[config.mk]
export PLATFORM = sky130hd
export DESIGN_NAME = ising_axi_frontend_flat
export DESIGN_NICKNAME = d
export VERILOG_FILES = /design/src/rtl/ising_axi_frontend_pkg.sv /design/src/rtl/ising_axi_frontend_if.sv /design/src/rtl/ising_axi_frontend.sv /design/src/flat_wrapper.sv
export SDC_FILE = /design/constraint.sdc
export NUM_CORES = 1
export LEC_CHECK = 0
export ABC_AREA = 1
export CORE_ASPECT_RATIO = 0.7
export CORE_MARGIN = 2
export CORE_UTILIZATION = 25
export CTS_BUF_LIST = sky130_fd_sc_hd__clkbuf_2 sky130_fd_sc_hd__clkbuf_4 sky130_fd_sc_hd__clkbuf_8
export CTS_CLUSTER_SIZE = 25
export DETAILED_ROUTE_END_ITERATION = 8
export MAX_ROUTING_LAYER = met4
export SYNTH_ARGS = -nofsm -noshare
export SYNTH_HDL_FRONTEND = slang
export SYNTH_SLANG_ARGS = --single-unit
[constraint.sdc]
create_clock -name clk -period 1.9 [get_ports clk]
set_input_delay 0.38 -clock clk [delete_from_list [all_inputs] [get_ports clk]]
set_output_delay 0.38 -clock clk [all_outputs]
set_load 0.05 [all_outputs]
[src/rtl/ising_axi_frontend_pkg.sv]
// Shared types and constants for the AXI-lite front end of the Ising core.
package ising_axi_frontend_pkg;

  localparam int unsigned ADDR_W = 32;
  localparam int unsigned DATA_W = 32;
  localparam int unsigned STRB_W = DATA_W / 8;

  // AXI response codes
  localparam logic [1:0] RESP_OKAY   = 2'b00;
  localparam logic [1:0] RESP_SLVERR = 2'b10;

  typedef enum logic [1:0] {
    W_COLLECT,
    W_ISSUE,
    W_RESP
  } w_state_t;

  typedef enum logic [1:0] {
    R_IDLE,
    R_ISSUE,
    R_WAIT,
    R_RESP
  } r_state_t;

endpackage

[src/rtl/ising_axi_frontend_if.sv]
// AXI-lite slave channels plus the simple downstream strobe/handshake bus.
interface ising_axi_frontend_if;
  import ising_axi_frontend_pkg::*;

  logic              s_awvalid;
  logic              s_awready;
  logic [ADDR_W-1:0] s_awaddr;
  logic              s_wvalid;
  logic              s_wready;
  logic [DATA_W-1:0] s_wdata;
  logic [STRB_W-1:0] s_wstrb;
  logic              s_bvalid;
  logic              s_bready;
  logic [1:0]        s_bresp;
  logic              s_arvalid;
  logic              s_arready;
  logic [ADDR_W-1:0] s_araddr;
  logic              s_rvalid;
  logic              s_rready;
  logic [DATA_W-1:0] s_rdata;
  logic [1:0]        s_rresp;

  logic              wready;
  logic [ADDR_W-1:0] wr_addr;
  logic [DATA_W-1:0] wdata;
  logic              arvalid_q;
  logic [ADDR_W-1:0] araddr_q;
  logic              rvalid;
  logic              rready;
  logic              rresp;
  logic [DATA_W-1:0] rdata;

  modport slave (
    input  s_awvalid, s_awaddr, s_wvalid, s_wdata, s_wstrb, s_bready,
           s_arvalid, s_araddr, s_rready, rvalid, rresp, rdata,
    output s_awready, s_wready, s_bvalid, s_bresp, s_arready, s_rvalid,
           s_rdata, s_rresp, wready, wr_addr, wdata, arvalid_q, araddr_q, rready
  );

  modport master (
    output s_awvalid, s_awaddr, s_wvalid, s_wdata, s_wstrb, s_bready,
           s_arvalid, s_araddr, s_rready, rvalid, rresp, rdata,
    input  s_awready, s_wready, s_bvalid, s_bresp, s_arready, s_rvalid,
           s_rdata, s_rresp, wready, wr_addr, wdata, arvalid_q, araddr_q, rready
  );

endinterface

[src/rtl/ising_axi_frontend.sv]
// AXI-lite slave front end: converts AW/W/B and AR/R channels into single-cycle
// downstream strobes, with a read timeout and late-response drain.
module ising_axi_frontend
  import ising_axi_frontend_pkg::*;
#(
  parameter int unsigned RD_TIMEOUT = 16
) (
  input  logic                 clk,
  input  logic                 axi_rstn,
  ising_axi_frontend_if.slave  bus
);

  localparam int unsigned CNT_W = $clog2(RD_TIMEOUT + 1);

  w_state_t          w_state;
  logic              aw_held;
  logic              w_held;
  logic              strb_ok;
  logic [ADDR_W-1:0] awaddr_h;
  logic [DATA_W-1:0] wdata_h;

  logic              aw_hs;
  logic              w_hs;
  logic              aw_now;
  logic              w_now;
  logic              strb_now;
  logic [ADDR_W-1:0] addr_now;
  logic [DATA_W-1:0] data_now;

  r_state_t          r_state;
  logic              r_idle;
  logic [CNT_W-1:0]  rd_cnt;
  logic              ar_hs;

  // Address/data as seen this cycle, whether captured earlier or handshaking now
  assign aw_hs    = bus.s_awvalid & bus.s_awready;
  assign w_hs     = bus.s_wvalid & bus.s_wready;
  assign aw_now   = aw_held | aw_hs;
  assign w_now    = w_held | w_hs;
  assign strb_now = w_hs ? (bus.s_wstrb == {STRB_W{1'b1}}) : strb_ok;
  assign addr_now = aw_hs ? bus.s_awaddr : awaddr_h;
  assign data_now = w_hs ? bus.s_wdata : wdata_h;

  // Write path: collect AW and W in any order, strobe downstream, respond on B
  always_ff @(posedge clk or negedge axi_rstn) begin
    if (!axi_rstn) begin
      w_state       <= W_COLLECT;
      aw_held       <= 1'b0;
      w_held        <= 1'b0;
      strb_ok       <= 1'b0;
      awaddr_h      <= '0;
      wdata_h       <= '0;
      bus.s_awready <= 1'b0;
      bus.s_wready  <= 1'b0;
      bus.s_bvalid  <= 1'b0;
      bus.s_bresp   <= RESP_OKAY;
      bus.wready    <= 1'b0;
      bus.wr_addr   <= '0;
      bus.wdata     <= '0;
    end else begin
      case (w_state)
        W_COLLECT: begin
          if (aw_hs) begin
            aw_held  <= 1'b1;
            awaddr_h <= bus.s_awaddr;
          end
          if (w_hs) begin
            w_held  <= 1'b1;
            wdata_h <= bus.s_wdata;
            strb_ok <= (bus.s_wstrb == {STRB_W{1'b1}});
          end
          if (aw_now && w_now) begin
            aw_held       <= 1'b0;
            w_held        <= 1'b0;
            bus.s_awready <= 1'b0;
            bus.s_wready  <= 1'b0;
            if (strb_now) begin
              w_state     <= W_ISSUE;
              bus.wready  <= 1'b1;
              bus.wr_addr <= addr_now;
              bus.wdata   <= data_now;
            end else begin
              // partial writes are refused without touching downstream
              w_state      <= W_RESP;
              bus.s_bvalid <= 1'b1;
              bus.s_bresp  <= RESP_SLVERR;
            end
          end else begin
            bus.s_awready <= ~aw_now;
            bus.s_wready  <= ~w_now;
          end
        end
        W_ISSUE: begin
          bus.wready   <= 1'b0;
          bus.s_bvalid <= 1'b1;
          bus.s_bresp  <= RESP_OKAY;
          w_state      <= W_RESP;
        end
        W_RESP: begin
          if (bus.s_bready) begin
            bus.s_bvalid  <= 1'b0;
            bus.s_awready <= 1'b1;
            bus.s_wready  <= 1'b1;
            w_state       <= W_COLLECT;
          end
        end
        default: w_state <= W_COLLECT;
      endcase
    end
  end

  // Read handshakes; a late downstream response seen while idle is drained
  assign ar_hs         = bus.s_arvalid & bus.s_arready;
  assign bus.s_arready = r_idle & ~bus.rvalid;
  assign bus.rready    = (r_state == R_WAIT) | (r_idle & bus.rvalid);

  // Read path: issue strobe, wait for downstream with timeout, hold R response
  always_ff @(posedge clk or negedge axi_rstn) begin
    if (!axi_rstn) begin
      r_state       <= R_IDLE;
      r_idle        <= 1'b0;
      rd_cnt        <= '0;
      bus.arvalid_q <= 1'b0;
      bus.araddr_q  <= '0;
      bus.s_rvalid  <= 1'b0;
      bus.s_rdata   <= '0;
      bus.s_rresp   <= RESP_OKAY;
    end else begin
      case (r_state)
        R_IDLE: begin
          if (ar_hs) begin
            bus.araddr_q  <= bus.s_araddr;
            bus.arvalid_q <= 1'b1;
            r_idle        <= 1'b0;
            r_state       <= R_ISSUE;
          end else begin
            r_idle <= 1'b1;
          end
        end
        R_ISSUE: begin
          bus.arvalid_q <= 1'b0;
          rd_cnt        <= '0;
          r_state       <= R_WAIT;
        end
        R_WAIT: begin
          if (bus.rvalid) begin
            bus.s_rdata  <= bus.rdata;
            bus.s_rresp  <= {bus.rresp, 1'b0};
            bus.s_rvalid <= 1'b1;
            r_state      <= R_RESP;
          end else if (rd_cnt == CNT_W'(RD_TIMEOUT - 1)) begin
            bus.s_rdata  <= '0;
            bus.s_rresp  <= RESP_SLVERR;
            bus.s_rvalid <= 1'b1;
            r_state      <= R_RESP;
          end else begin
            rd_cnt <= rd_cnt + CNT_W'(1);
          end
        end
        R_RESP: begin
          if (bus.s_rready) begin
            bus.s_rvalid <= 1'b0;
            r_idle       <= 1'b1;
            r_state      <= R_IDLE;
          end
        end
        default: r_state <= R_IDLE;
      endcase
    end
  end

endmodule
[src/flat_wrapper.sv]
// flat-port wrapper written by rule: the top's interface ports become plain ports
module ising_axi_frontend_flat import ising_axi_frontend_pkg::*;
#(
  parameter int unsigned RD_TIMEOUT = 16
)
  (clk, axi_rstn, bus_s_awvalid, bus_s_awaddr, bus_s_wvalid, bus_s_wdata, bus_s_wstrb, bus_s_bready, bus_s_arvalid, bus_s_araddr, bus_s_rready, bus_rvalid, bus_rresp, bus_rdata, bus_s_awready, bus_s_wready, bus_s_bvalid, bus_s_bresp, bus_s_arready, bus_s_rvalid, bus_s_rdata, bus_s_rresp, bus_wready, bus_wr_addr, bus_wdata, bus_arvalid_q, bus_araddr_q, bus_rready);
  ising_axi_frontend_if bus_i ();
  input  logic clk;
  input  logic axi_rstn;
  input wire logic [$bits(bus_i.s_awvalid)-1:0] bus_s_awvalid;
  input wire logic [$bits(bus_i.s_awaddr)-1:0] bus_s_awaddr;
  input wire logic [$bits(bus_i.s_wvalid)-1:0] bus_s_wvalid;
  input wire logic [$bits(bus_i.s_wdata)-1:0] bus_s_wdata;
  input wire logic [$bits(bus_i.s_wstrb)-1:0] bus_s_wstrb;
  input wire logic [$bits(bus_i.s_bready)-1:0] bus_s_bready;
  input wire logic [$bits(bus_i.s_arvalid)-1:0] bus_s_arvalid;
  input wire logic [$bits(bus_i.s_araddr)-1:0] bus_s_araddr;
  input wire logic [$bits(bus_i.s_rready)-1:0] bus_s_rready;
  input wire logic [$bits(bus_i.rvalid)-1:0] bus_rvalid;
  input wire logic [$bits(bus_i.rresp)-1:0] bus_rresp;
  input wire logic [$bits(bus_i.rdata)-1:0] bus_rdata;
  output wire logic [$bits(bus_i.s_awready)-1:0] bus_s_awready;
  output wire logic [$bits(bus_i.s_wready)-1:0] bus_s_wready;
  output wire logic [$bits(bus_i.s_bvalid)-1:0] bus_s_bvalid;
  output wire logic [$bits(bus_i.s_bresp)-1:0] bus_s_bresp;
  output wire logic [$bits(bus_i.s_arready)-1:0] bus_s_arready;
  output wire logic [$bits(bus_i.s_rvalid)-1:0] bus_s_rvalid;
  output wire logic [$bits(bus_i.s_rdata)-1:0] bus_s_rdata;
  output wire logic [$bits(bus_i.s_rresp)-1:0] bus_s_rresp;
  output wire logic [$bits(bus_i.wready)-1:0] bus_wready;
  output wire logic [$bits(bus_i.wr_addr)-1:0] bus_wr_addr;
  output wire logic [$bits(bus_i.wdata)-1:0] bus_wdata;
  output wire logic [$bits(bus_i.arvalid_q)-1:0] bus_arvalid_q;
  output wire logic [$bits(bus_i.araddr_q)-1:0] bus_araddr_q;
  output wire logic [$bits(bus_i.rready)-1:0] bus_rready;
  assign bus_i.s_awvalid = bus_s_awvalid;
  assign bus_i.s_awaddr = bus_s_awaddr;
  assign bus_i.s_wvalid = bus_s_wvalid;
  assign bus_i.s_wdata = bus_s_wdata;
  assign bus_i.s_wstrb = bus_s_wstrb;
  assign bus_i.s_bready = bus_s_bready;
  assign bus_i.s_arvalid = bus_s_arvalid;
  assign bus_i.s_araddr = bus_s_araddr;
  assign bus_i.s_rready = bus_s_rready;
  assign bus_i.rvalid = bus_rvalid;
  assign bus_i.rresp = bus_rresp;
  assign bus_i.rdata = bus_rdata;
  assign bus_s_awready = bus_i.s_awready;
  assign bus_s_wready = bus_i.s_wready;
  assign bus_s_bvalid = bus_i.s_bvalid;
  assign bus_s_bresp = bus_i.s_bresp;
  assign bus_s_arready = bus_i.s_arready;
  assign bus_s_rvalid = bus_i.s_rvalid;
  assign bus_s_rdata = bus_i.s_rdata;
  assign bus_s_rresp = bus_i.s_rresp;
  assign bus_wready = bus_i.wready;
  assign bus_wr_addr = bus_i.wr_addr;
  assign bus_wdata = bus_i.wdata;
  assign bus_arvalid_q = bus_i.arvalid_q;
  assign bus_araddr_q = bus_i.araddr_q;
  assign bus_rready = bus_i.rready;
  ising_axi_frontend #(.RD_TIMEOUT(RD_TIMEOUT)) u_core (.clk(clk), .axi_rstn(axi_rstn), .bus(bus_i));
endmodule
-- Word-level counts from Yosys, hierarchy flattened
Cells that the tools add are included.
- output and inout bits: 140
- flip-flop bits (word level): 215
- input port bits: 141
- logic and storage cells: 124
- add/subtract/negate cells: 1
- bitwise operators: 11
- equality and inequality tests: 16
- mux-type cells: 47
- reductions and logical operators: 28
- operators by type and width (cell ; count):
    2-to-1 mux 32 bit ; 4
    2-to-1 mux 2 bit ; 11
    2-to-1 mux 1 bit ; 19
    AND reduction 3 bit ; 6
    nonzero test 2 bit ; 9
    AND reduction 2 bit ; 8
    one-hot mux 1 bit (2 select lines) ; 6
    2-to-1 mux 5 bit ; 2
    != test 2 bit (second input constant) ; 5
    one-hot mux 5 bit (2 select lines) ; 1
    one-hot mux 2 bit (4 select lines) ; 1
    == test 2 bit (second input constant) ; 3
    != test 2 x 1 -> 1 bit (second input constant) ; 3
    one-hot mux 2 bit (3 select lines) ; 1
    adder 5 x 1 -> 5 bit (second input constant) ; 1
    AND 1 bit ; 5
    == test 5 x 4 -> 1 bit (second input constant) ; 1
    == test 2 x 1 -> 1 bit (second input constant) ; 2
    == test 4 bit (second input constant) ; 1
    zero test 2 bit ; 2
    one-hot mux 2 bit (2 select lines) ; 1
    AND reduction 4 bit ; 1
    != test 3 bit (second input constant) ; 1
    inverter 1 bit ; 3
    4 further kinds ; 6

-- Longest topological paths before layout
Gate-level depths: netlist of run 1.
- depth in word-level cells: 5
- gate-level depth with buffers: 11
- gate-level depth less buffers: 11

-- Least setup slack after synthesis of run 1
OpenSTA, ideal clock, no wires.
- kind: input -> register
- start point: input port bus_rvalid
- end point: register u_core.bus.araddr_q[14] (netlist bit)
- stages on the path: 6
- path buffers: 2
- setup slack: -0.034 ns
- arrival time: 1.804 ns
- required time: 1.770 ns
- library setup time: 0.130 ns
- cells stage by stage: nor2_1 -> nand3_1 -> buf_2 -> buf_1 -> nand2_1 -> o21ai_0
- cells in the longest elaborated chain, start to end: 4
- RTL lines (what ; line ; text):
    start: declaration ; flat_wrapper.sv:19 ; input wire logic [$bits(bus_i.rvalid)-1:0] bus_rvalid;
    inverter 1 bit ; ising_axi_frontend.sv:114 ; assign bus.s_arready = r_idle & ~bus.rvalid;
    AND 1 bit ; ising_axi_frontend.sv:114 ;
    AND 1 bit ; ising_axi_frontend.sv:113 ; assign ar_hs = bus.s_arvalid & bus.s_arready;
    AND reduction 2 bit (no source line) ; n/a ;
    end signal: assignment ; ising_axi_frontend.sv:132 ; bus.araddr_q <= bus.s_araddr;
    end: declaration ; ising_axi_frontend_if.sv:37 ; s_rdata, s_rresp, wready, wr_addr, wdata, arvalid_q, araddr_q, rready
Every way passes these cells.
A chain may end at the register's enable or synchronous reset.

-- Worst setup path after layout of run 1
- start point: register u_core.bus.wdata[26] (netlist bit)
- end point: output port bus_wdata[26]
- RTL lines (what ; line ; text):
    start: declaration ; ising_axi_frontend_if.sv:37 ;
    start signal: assignment ; ising_axi_frontend.sv:81 ; bus.wdata <= data_now;
    end: declaration ; flat_wrapper.sv:32 ; output wire logic [$bits(bus_i.wdata)-1:0] bus_wdata;
No word-level cell between the ends.

==> results of run 1 <==
area by class of cell:
cell class / instances / area (µm²) / share of cell area, %
antenna: 2 / 5.00 / 0.0382
multi-input combinational: 574 / 2910 / 22.2
clock inverter: 2 / 35.0 / 0.268
sequential: 213 / 5330 / 40.7
inverter: 122 / 458 / 3.50
tap: 472 / 591 / 4.51
timing repair buffer: 308 / 2950 / 22.5
clock buffer: 65 / 813 / 6.21
flip-flops by register name, summed over array words and instances, names as in the netlist, 2 cells and up:
register	flops
u_core.awaddr_h	32
u_core.r_state	2
u_core.bus.s_rdata	32
u_core.w_state	2
u_core.wdata_h	32
u_core.bus.wdata	32
u_core.bus.wr_addr	32
u_core.bus.araddr_q	32
u_core.rd_cnt	5
how the worst min path moves through the flow:
| stage | start | endpoint | slack, ns | cells past startpoint |
|---|---|---|---|---|
| after CTS | bus_s_araddr[0] | u_core.bus.araddr_q[0]$_DFFE_PN0P_ | 0.35 | 3 |
| after floorplan | axi_rstn | u_core.aw_held$_DFFE_PN0P_ | 0.08 | 0 |
| after detailed placement | axi_rstn | u_core.bus.araddr_q[20]$_DFFE_PN0P_ | 0.37 | 1 |
| after global routing | bus_s_araddr[5] | u_core.bus.araddr_q[5]$_DFFE_PN0P_ | 0.37 | 3 |
| final | axi_rstn | u_core.bus.araddr_q[20]$_DFFE_PN0P_ | 0.38 | 2 |
| after global placement | axi_rstn | u_core.bus.araddr_q[20]$_DFFE_PN0P_ | 0.37 | 1 |
timing repair:
item | CTS | global route
pin swaps | 0 | 1
endpoints found under the hold margin | 49 | 0
buffers inserted | 0 | 2
resized for setup | 57 | 5
setup endpoints to repair | 53 | 3
cloned | 0 | 0
hold buffers | 1 | 0
stage by stage:
stage / TNS (ns) / cells
4_1_cts: -0.121 / 1755
6_report: 0 / 1758
3_3_place_gp: -2.66 / 1687
3_5_place_dp: -5.06 / 1687
2_1_floorplan: 0 / 962
5_1_grt: 0 / 1758
per-layer routing:
metal | vias to the layer above | GRT usage [%] | share of wire, %
met3 | 52 | 3.34 | 5.8
li1 | 3691 | - | -
met1 | 3317 | 17.1 | 45
met2 | 199 | 21.0 | 46
met5 | - | - | 0
met4 | 0 | 5.10 | 2.5
power breakdown:
part	switching, mW	internal, mW
combinational	8.30	3.76
sequential	1.18	6.67
clock	1.91	2.81
synthesized netlist by cell type (all sizes together):
master,count
nand2,262
o21ai,232
dfrtp,213
inv,121
a22o,33
clkbuf,32
buf,21
nor2,17
a21oi,9
ha,6
nand3,5
a21boi,2
o21bai,2
o22ai,2
a22oi,1
clkinv,1
conb,1
nor3,1
cells by family after synthesis:
group	after synthesis	share of synthesized area (%)
AO/OA/AOI/OAI	281	18.8
adder cells (fa/ha/maj)	6	0.839
buffers and inverters	175	8.45
flip-flops	213	59.6
other	1	0.0419
AND/OR/NAND/NOR	285	12.3
==> metrics.md, run 1 <==
| Metric | Value |
|---|---|
| Outcome | complete, no violations |
| Crit start category | flop |
| Avg WL per Cell | 14.0 µm |
| CTS Sinks | 213 |
| P&R area growth vs syn | 46.4% |
| Largest cells by area after synthesis | dfrtp_1 (60%), nand2_1 (11%), o21ai_0 (9.0%) |
| Die area | 37300 µm² |
| Reg2reg start | u_core.rd_cnt[0]$_DFFE_PN0P_ |
| Clock latency on the worst-skew pair | 0.53 ns |
| Post-route ant nets | 0 |
| CTS HTree Levels | 2 |
| Register bit total from synthesis | 213 |
| Die height | 162 µm |
| Via count | 7259 |
| Initial Util | 25.6% |
| Fill count | 3526 |
| Maximum clock path buffer count | 3 |
| Final Setup Violations | 0 |
| Core Util, Final | 37.5% |
| Worst setup EP type | output pin |
| Slew @ Worst Pin | 0.521 ns |
| Largest net degree at the start of global routing | 66 |
| RePlAce Congestion | 0.775 |
| Critical Path Fanout Max | 2 |
| Hold WS | 0.383 ns |
| Design Power | 24.6 mW |
| All-Layer GR Usage | 13.5% |
| First-pass GRT wire length | 39.2 mm |
| Number of vias per cell | 4.13 |
| Reg2reg path depth | 10 |
| CTS buffer count | 39 |
| Leakage power | 6.54 nW |
| Maxcap violations | 0 |
| # rows | 57 |
| Crit-path leading delay family | buffers and inverters |
| Hold crit path type | in -> async |
| Post-synth top area share | 59.6% |
| # IOs | 281 |
| Vias in the first global route | 7105 |
| Commonest non-fill, non-tap cell in the layout | nand2_1 |
| Worst Path Arrival | 1.43 ns |
| Hold Vio Cnt, Final | 0 |
| WS Path Type | reg -> out |
| Syn Inst Count | 961 |
| Post-synthesis sequential area ratio | 59.6% |
| Slowest Stage Delay on Critical Path | 0.54 ns |
| Pre-Repair DR Iteration Count | 4 |
| DP Wirelength | 17.4 mm |
| CTS tree | done |
| Levels on crit path | 1 |
| Maximum vdd ir drop | 0.793 mV |
| PortBufs | 278 |
| Final nets | 1405 |
| Share of cells above drive strength 1 | 18.6% |
| CP bufs+invs | 1 |
| Avg Inst Size Synth | 9.31 µm² |
| CP Data Required Time | 1.52 ns |
| Root Buffer | clkbuf_8 |
| DP Area | 12300 µm² |
| Residual overflow from global routing | 0 |
| Final Skew | 0.0157 ns |
| Achievable Freq | 551 MHz |
| Minimum clock period after layout | 1.81 ns |
| Die X-Extent | 230 µm |
| Final period utilization | 95.5% |
| RSZ-0062 raised after global routing | false |
| Synth cell types | 27 |
| Worst Setup EP | bus_wdata[26] |
| Area of the mapped netlist | 8940 µm² |
| Commonest cells after routing, fill and taps aside | nand2_1 (260), dfrtp_1 (212), o21ai_0 (160) |
| Final WL | 24.5 mm |
| Clk slew on worst S/H paths | 0.06 ns |
| Post-route DRC violation count | 0 |
| First-iteration detailed-routing DRC count | 431 |
| PD cells | 1880 nW/µm² |
| Slew Viols, Final | 0 |
| Dpl ws | -0.0956 ns |
| Slowest CP cell | dlygate4sd2_1 |
| R2R setup slack | 0.23 ns |
| Area leader, netlist | dfrtp_1 |
| Setup WS post-layout | 0.0856 ns |
| Core area | 34900 µm² |
| Max_slew headroom | 65.4% |
| RR Endpoint | u_core.rd_cnt[3]$_DFFE_PN0P_ |
| Final Cell Area | 13100 µm² |
| Yosys warning count | 0 |
| Worst-path cell chain | dlygate4sd2_1 |
| Worst Setup SP | u_core.bus.wdata[26]$_DFFE_PN0P_ |
| Initial antenna violation count | 2 |
(Power assumes the default switching activity.)
==> inputs of run 2 (changes only) <==
Clock period 1.9 ns to 1.8 ns, I/O delays scaled along.
==> run 2 against run 1 <==
Design area grew 0.23%. Highest routed layer unchanged. Largest cell class unchanged. Combinational power increased by 9%. Wire length is 4.5% higher.
==> metrics.md, run 2 (synthesis gave the netlist of run 1 again) <==
| Metric | Value |
|---|---|
| Outcome | complete, no violations |
| WS Path Type | reg -> out |
| Psw | 12.2 mW (+7.6%) |
| Hold crit path type | in -> async |
| Final Setup Violations | 0 (unchanged) |
| Post-route DRC violation count | 0 (unchanged) |
| Switching part of the total | 46.3% (+0.065 points) |
| Die area | 37300 µm² (unchanged) |
| Maximum vdd ir drop | 0.801 mV (+1.0%) |
| Root Buffer | clkbuf_8 |
| Pre-Repair DR Iteration Count | 4 (unchanged) |
| Area occupied by multi-input gates | 2920 µm² (+0.17%) |
| Core area | 34900 µm² (unchanged) |
| Share of cells above drive strength 1 | 23.4% (+4.8 points) |
| DP Wirelength | 18.3 mm (+5.6%) |
| Die X-Extent | 230 µm (unchanged) |
| Final period utilization | 97.1% |
| Maximum clock path buffer count | 3 (unchanged) |
| Fill count | 3534 (+0.23%) |
| Die height | 162 µm (unchanged) |
| CTS Sinks | 213 (unchanged) |
| Avg WL per Cell | 14.5 µm (+3.7%) |
| Worst Path Arrival | 1.39 ns (-0.04 ns) |
| Critical Path Fanout Max | 2 (unchanged) |
| Residual overflow from global routing | 0 (unchanged) |
| Commonest cells after routing, fill and taps aside | nand2_1 (260), dfrtp_1 (213), buf_4 (162) |
| Pint | 14.2 mW (+7.3%) |
| PortBufs | 278 (unchanged) |
| Clk slew on worst S/H paths | 0.06 ns (about the same) |
| CTS buffer count | 38 (-2.6%) |
| CTS tree | done |
| Vias in the first global route | 7383 (+3.9%) |
| Commonest non-fill, non-tap cell in the layout | nand2_1 |
| Design Power | 26.4 mW (+7.4%) |
| Achievable Freq | 572 MHz |
| Leakage power | 6.52 nW (-0.23%) |
| First-iteration detailed-routing DRC count | 467 (+8.4%) |
| Non-Filler Instances | 1770 (+0.68%) |
| PD cells | 2020 nW/µm² (+7.2%) |
| Final WL | 25.6 mm (+4.5%) |
| First-pass GRT wire length | 41.0 mm (+4.6%) |
| RePlAce Congestion | 0.805 (+3.8%) |
| Number of vias per cell | 4.14 (+0.17%) |
| Clock Power Share | 18.5% (-0.7 points) |
| Minimum clock period after layout | 1.75 ns |
| All-Layer GR Usage | 14.2% (+0.73 points) |
| Core Util, Final | 37.6% (+0.086 points) |
| Clock latency on the worst-skew pair | 0.54 ns (about the same) |
| Combinational fraction of design power | 50.1% (+1.1 points) |
| # rows | 57 (unchanged) |
| Post-route ant nets | 0 (unchanged) |
| Slew Viols, Final | 0 (unchanged) |
| RSZ-0062 raised after global routing | true |
| Maxcap violations | 0 (unchanged) |
| Hold WS | 0.300 ns (-0.0826 ns) |
| Placed cell count | 1697 (+0.59%) |
| Hold Vio Cnt, Final | 0 (unchanged) |
| Register area | 5330 µm² (about the same) |
| Final Skew | 0.0243 ns (+0.00858 ns) |
| Largest net degree at the start of global routing | 66 (unchanged) |
| Worst setup EP type | output pin |
| Final nets | 1418 (+0.93%) |
| # IOs | 281 (unchanged) |
| CP Data Required Time | 1.44 ns (-0.08 ns) |
| P&R area growth vs syn | 46.8% |
| Seq pwr share | 31.4% (-0.5 points) |
| Initial Util | 25.6% (unchanged) |
| Via count | 7321 (+0.85%) |
| Initial antenna violation count | 2 (unchanged) |
| CTS HTree Levels | 2 (unchanged) |
| Crit start category | flop |
## run 2: repair_timing
action / in CTS / in global routing
setup endpoints to repair: 2 / 2
pin swaps: 1 / 0
hold buffers: 1 / 0
setup buffers: 4 / 1
endpoints found under the hold margin: 33 / 0
gates resized for setup: 7 / 4
## run 2: power groups by stage
stage | combinational (mW) | clock [mW] | sequential, mW
final | 13.2 | 4.90 | 8.32
after global routing | 14.3 | 5.37 | 8.61
after CTS | 13.4 | 5.14 | 8.32
after detailed placement | 13.3 | 0 | 8.36
after global placement | 13.1 | 0 | 8.31
after floorplan | 3.68 | 0 | 13.2
## run 2: final cells by class
class	instances	area share (%)
antenna	2	0.0381
clock buffer	57	5.50
clock inverter	8	0.725
inverter	122	3.51
multi-input combinational	574	22.2
sequential	213	40.6
tap	472	4.50
timing repair buffer	322	22.9
## run 2: worst max-delay path, cell delays in order (launching register included)
cell and delay [ns]:
dfrtp_1 0.39, inv_2 0.08, ha_4 0.14, inv_4 0.04, o21ai_4 0.06, buf_12 0.16
## run 2: path summary, 6_finish.rpt
kind / cells past startpoint / startpoint / end / slack [ns]
worst min register to register: 2 / u_core.awaddr_h[12]$_DFFE_PN0P_ / u_core.awaddr_h[12]$_DFFE_PN0P_ / 0.48
worst min-delay path: 2 / axi_rstn / u_core.bus.araddr_q[15]$_DFFE_PN0P_ / 0.30
worst max-delay path: 5 / u_core.r_state[0]$_DFFE_PN0P_ / bus_rready / 0.05
max in group asynchronous: 3 / axi_rstn / u_core.awaddr_h[30]$_DFFE_PN0P_ / 0.84
min in group clk: 3 / bus_s_araddr[13] / u_core.bus.araddr_q[13]$_DFFE_PN0P_ / 0.38
worst max register to register: 9 / u_core.rd_cnt[0]$_DFFE_PN0P_ / u_core.rd_cnt[1]$_DFFE_PN0P_ / 0.16
## run 2: layer usage
metal / track usage [%] / wire length [µm] / vias up
li1: - / - / 3704
met1: 18.2 / 11900 / 3455
met2: 22.4 / 12200 / 122
met3: 3.23 / 1040 / 40
met4: 4.84 / 522 / 0
met5: - / 0 / -
## run 2: stage by stage
step           instance area [µm²]  TNS [ns]  worst slack (ns)
3_5_place_dp                 12200     -7.61            -0.183
6_report                     13100         0            0.0517
2_1_floorplan                 8950         0            0.0787
5_1_grt                      13100   -0.0569           -0.0569
4_1_cts                      13100         0          0.000525
3_3_place_gp                 12200     -7.99            -0.172
==> inputs of run 3 (changes only) <==
Settings changed: CTS_CLUSTER_DIAMETER from default to 30.
==> run 3 against run 2 <==
Die area unchanged. Setup slack got worse by 0.040 ns. Sequential share of layout area shrank 0.69 points. Clock skew fell by 0.0043 ns. Register-to-register slack worse by 0.03 ns. Non-clock buffer count rose by 2. Largest cell class unchanged.
==> metrics.md, run 3 (synthesis gave the netlist of run 1 again) <==
| Metric | Value |
|---|---|
| Post-route ant nets | 0 (unchanged) |
| Die height | 162 µm (unchanged) |
| Residual overflow from global routing | 0 (unchanged) |
| Hold WS | 0.276 ns (-0.0242 ns) |
| Clk slew on worst S/H paths | 0.06 ns (about the same) |
| Final Setup Violations | 0 (unchanged) |
| Die X-Extent | 230 µm (unchanged) |
| CTS HTree Levels | 2 (unchanged) |
| Largest net degree at the start of global routing | 66 (unchanged) |
| Worst-path cell chain | inv_2 > ha_4 > inv_4 > o21ai_4 > buf_12 |
| Final period utilization | 99.3% (+2.2 points) |
| Slew Viols, Final | 0 (unchanged) |
| Crit start category | flop |
| Via count | 7398 (+1.1%) |
| P&R area growth vs syn | 49.3% |
| M2 GR Usage | 22.4% (about the same) |
| Non-Filler Instances | 1789 (+1.1%) |
| Minimum clock period after layout | 1.79 ns (+0.0399 ns) |
| CTS Sinks | 213 (unchanged) |
| Placed cell count | 1697 (unchanged) |
| Pre-Repair DR Iteration Count | 4 (unchanged) |
| Number of vias per cell | 4.14 (about the same) |
| Commonest cells after routing, fill and taps aside | nand2_1 (260), dfrtp_1 (213), buf_4 (165) |
| Final nets | 1427 (+0.63%) |
| Global Route met3 Usage | 3.30% (+0.070 points) |
| PortBufs | 278 (unchanged) |
| Clock Power Share | 21.4% (+2.9 points) |
| Final WL | 25.7 mm (+0.28%) |
| # IOs | 281 (unchanged) |
| CP Data Required Time | 1.44 ns (about the same) |
| Core area | 34900 µm² (unchanged) |
| Commonest non-fill, non-tap cell in the layout | nand2_1 |
| Initial Util | 25.6% (unchanged) |
| Initial antenna violation count | 2 (unchanged) |
| Met1 Use GR | 18.2% (about the same) |
| Hold crit path type | in -> async |
| Achievable Freq | 559 MHz (-2.2%) |
| Outcome | complete, no violations |
| CTS tree | done |
| Worst Path Arrival | 1.43 ns (+0.04 ns) |
| Core Util, Final | 38.2% (+0.65 points) |
| Switching part of the total | 45.7% (-0.56 points) |
| Worst setup EP type | output pin |
| First-pass GRT wire length | 41.2 mm (+0.35%) |
| Hold Vio Cnt, Final | 0 (unchanged) |
| Leakage power | 6.63 nW (+1.6%) |
| Die area | 37300 µm² (unchanged) |
| Psw | 12.6 mW (+2.6%) |
| Maximum vdd ir drop | 0.869 mV (+8.6%) |
| Post-route DRC violation count | 0 (unchanged) |
| All-Layer GR Usage | 14.3% (+0.025 points) |
| Critical Path Fanout Max | 2 (unchanged) |
| Final Skew | 0.0200 ns (-0.00428 ns) |
| Combinational fraction of design power | 48.3% (-1.8 points) |
| Vias in the first global route | 7459 (+1.0%) |
| Avg WL per Cell | 14.4 µm (-0.78%) |
| Maximum clock path buffer count | 3 (unchanged) |
| Seq pwr share | 30.3% (-1.1 points) |
| # rows | 57 (unchanged) |
| PD cells | 2060 nW/µm² (+2.1%) |
| WS Path Type | reg -> out |
| Clock latency on the worst-skew pair | 0.56 ns (+0.02 ns) |
| Share of cells above drive strength 1 | 24.5% (+1.1 points) |
| Slowest CP cell | dfrtp_1 |
| Fin Setup TNS | 0 ns (unchanged) |
| Pint | 14.9 mW (+4.9%) |
| GRT Max-Usage Layer | met2 |
| Design Power | 27.5 mW (+3.8%) |
| Maxcap violations | 0 (unchanged) |
| DP Wirelength | 18.3 mm (unchanged) |
| RSZ-0062 raised after global routing | true |
| RePlAce Congestion | 0.805 (unchanged) |
| CTS buffer count | 45 (+18%) |
| Slowest Stage Delay on Critical Path | 0.39 ns (about the same) |
| Root Buffer | clkbuf_8 |
| First-iteration detailed-routing DRC count | 418 (-10%) |
run 3: cell count changes in the layout (fill, tap and decap cells not counted), sizes merged:
cell,delta
clkbuf,+1
inv,+4
buf,+2
clkinvlp,+4
clkinv,+5
bufinv,+3
run 3: worst paths after layout:
path,start,end,slack (ns),cells after the start
min,axi_rstn,u_core.bus.araddr_q[15]$_DFFE_PN0P_,0.28,2
min reg2reg,u_core.awaddr_h[12]$_DFFE_PN0P_,u_core.awaddr_h[12]$_DFFE_PN0P_,0.48,2
max,u_core.r_state[0]$_DFFE_PN0P_,bus_rready,0.01,5
min in group clk,bus_s_araddr[31],u_core.bus.araddr_q[31]$_DFFE_PN0P_,0.36,3
max in group asynchronous,axi_rstn,u_core.bus.wdata[31]$_DFFE_PN0P_,0.85,3
max reg2reg,u_core.rd_cnt[0]$_DFFE_PN0P_,u_core.rd_cnt[1]$_DFFE_PN0P_,0.13,9
run 3: through the flow:
stage / worst slack [ns] / area [µm²]
2_1_floorplan: 0.0787 / 8950
3_3_place_gp: -0.172 / 12200
3_5_place_dp: -0.183 / 12200
4_1_cts: -0.0293 / 13300
5_1_grt: -0.0943 / 13400
6_report: 0.0118 / 13400
run 3: worst max-delay path: cells and delay by family (launching register included):
kind                       cells  cell delay (ns)
AOI/OAI and AO/OA              1             0.06
adders and majority gates      1             0.15
buffers and inverters          3             0.27
DFF                            1             0.39
run 3: area by class of cell:
class	count	area, µm²
multi-input combinational	574	2920
inverter	122	460
timing repair buffer	324	3020
fill	3543	21600
clock inverter	24	278
antenna	2	5.00
clock buffer	58	754
tap	472	591
sequential	213	5330
run 3: per-layer routing:
| layer | vias to the layer above | share of wire [%] |
|---|---|---|
| li1 | 3735 | - |
| met1 | 3469 | 46 |
| met2 | 139 | 48 |
| met3 | 55 | 4.5 |
| met4 | 0 | 2.4 |
| met5 | - | 0 |
run 3: timing repair:
action                                 4_1_cts  5_1_grt
setup buffers                                4        3
pin swaps                                    1        0
hold buffers                                 1        0
setup endpoints to repair                    2        3
endpoints found under the hold margin       33        0
gates resized for setup                      6        4
run 3: power groups by stage:
stage | clock, mW | combinational, mW | sequential (mW)
floorplan | 0 | 3.68 | 13.2
global placement | 0 | 13.1 | 8.31
detailed placement | 0 | 13.3 | 8.36
CTS | 6.09 | 13.4 | 8.33
global route | 6.35 | 14.3 | 8.61
finish | 5.88 | 13.3 | 8.31
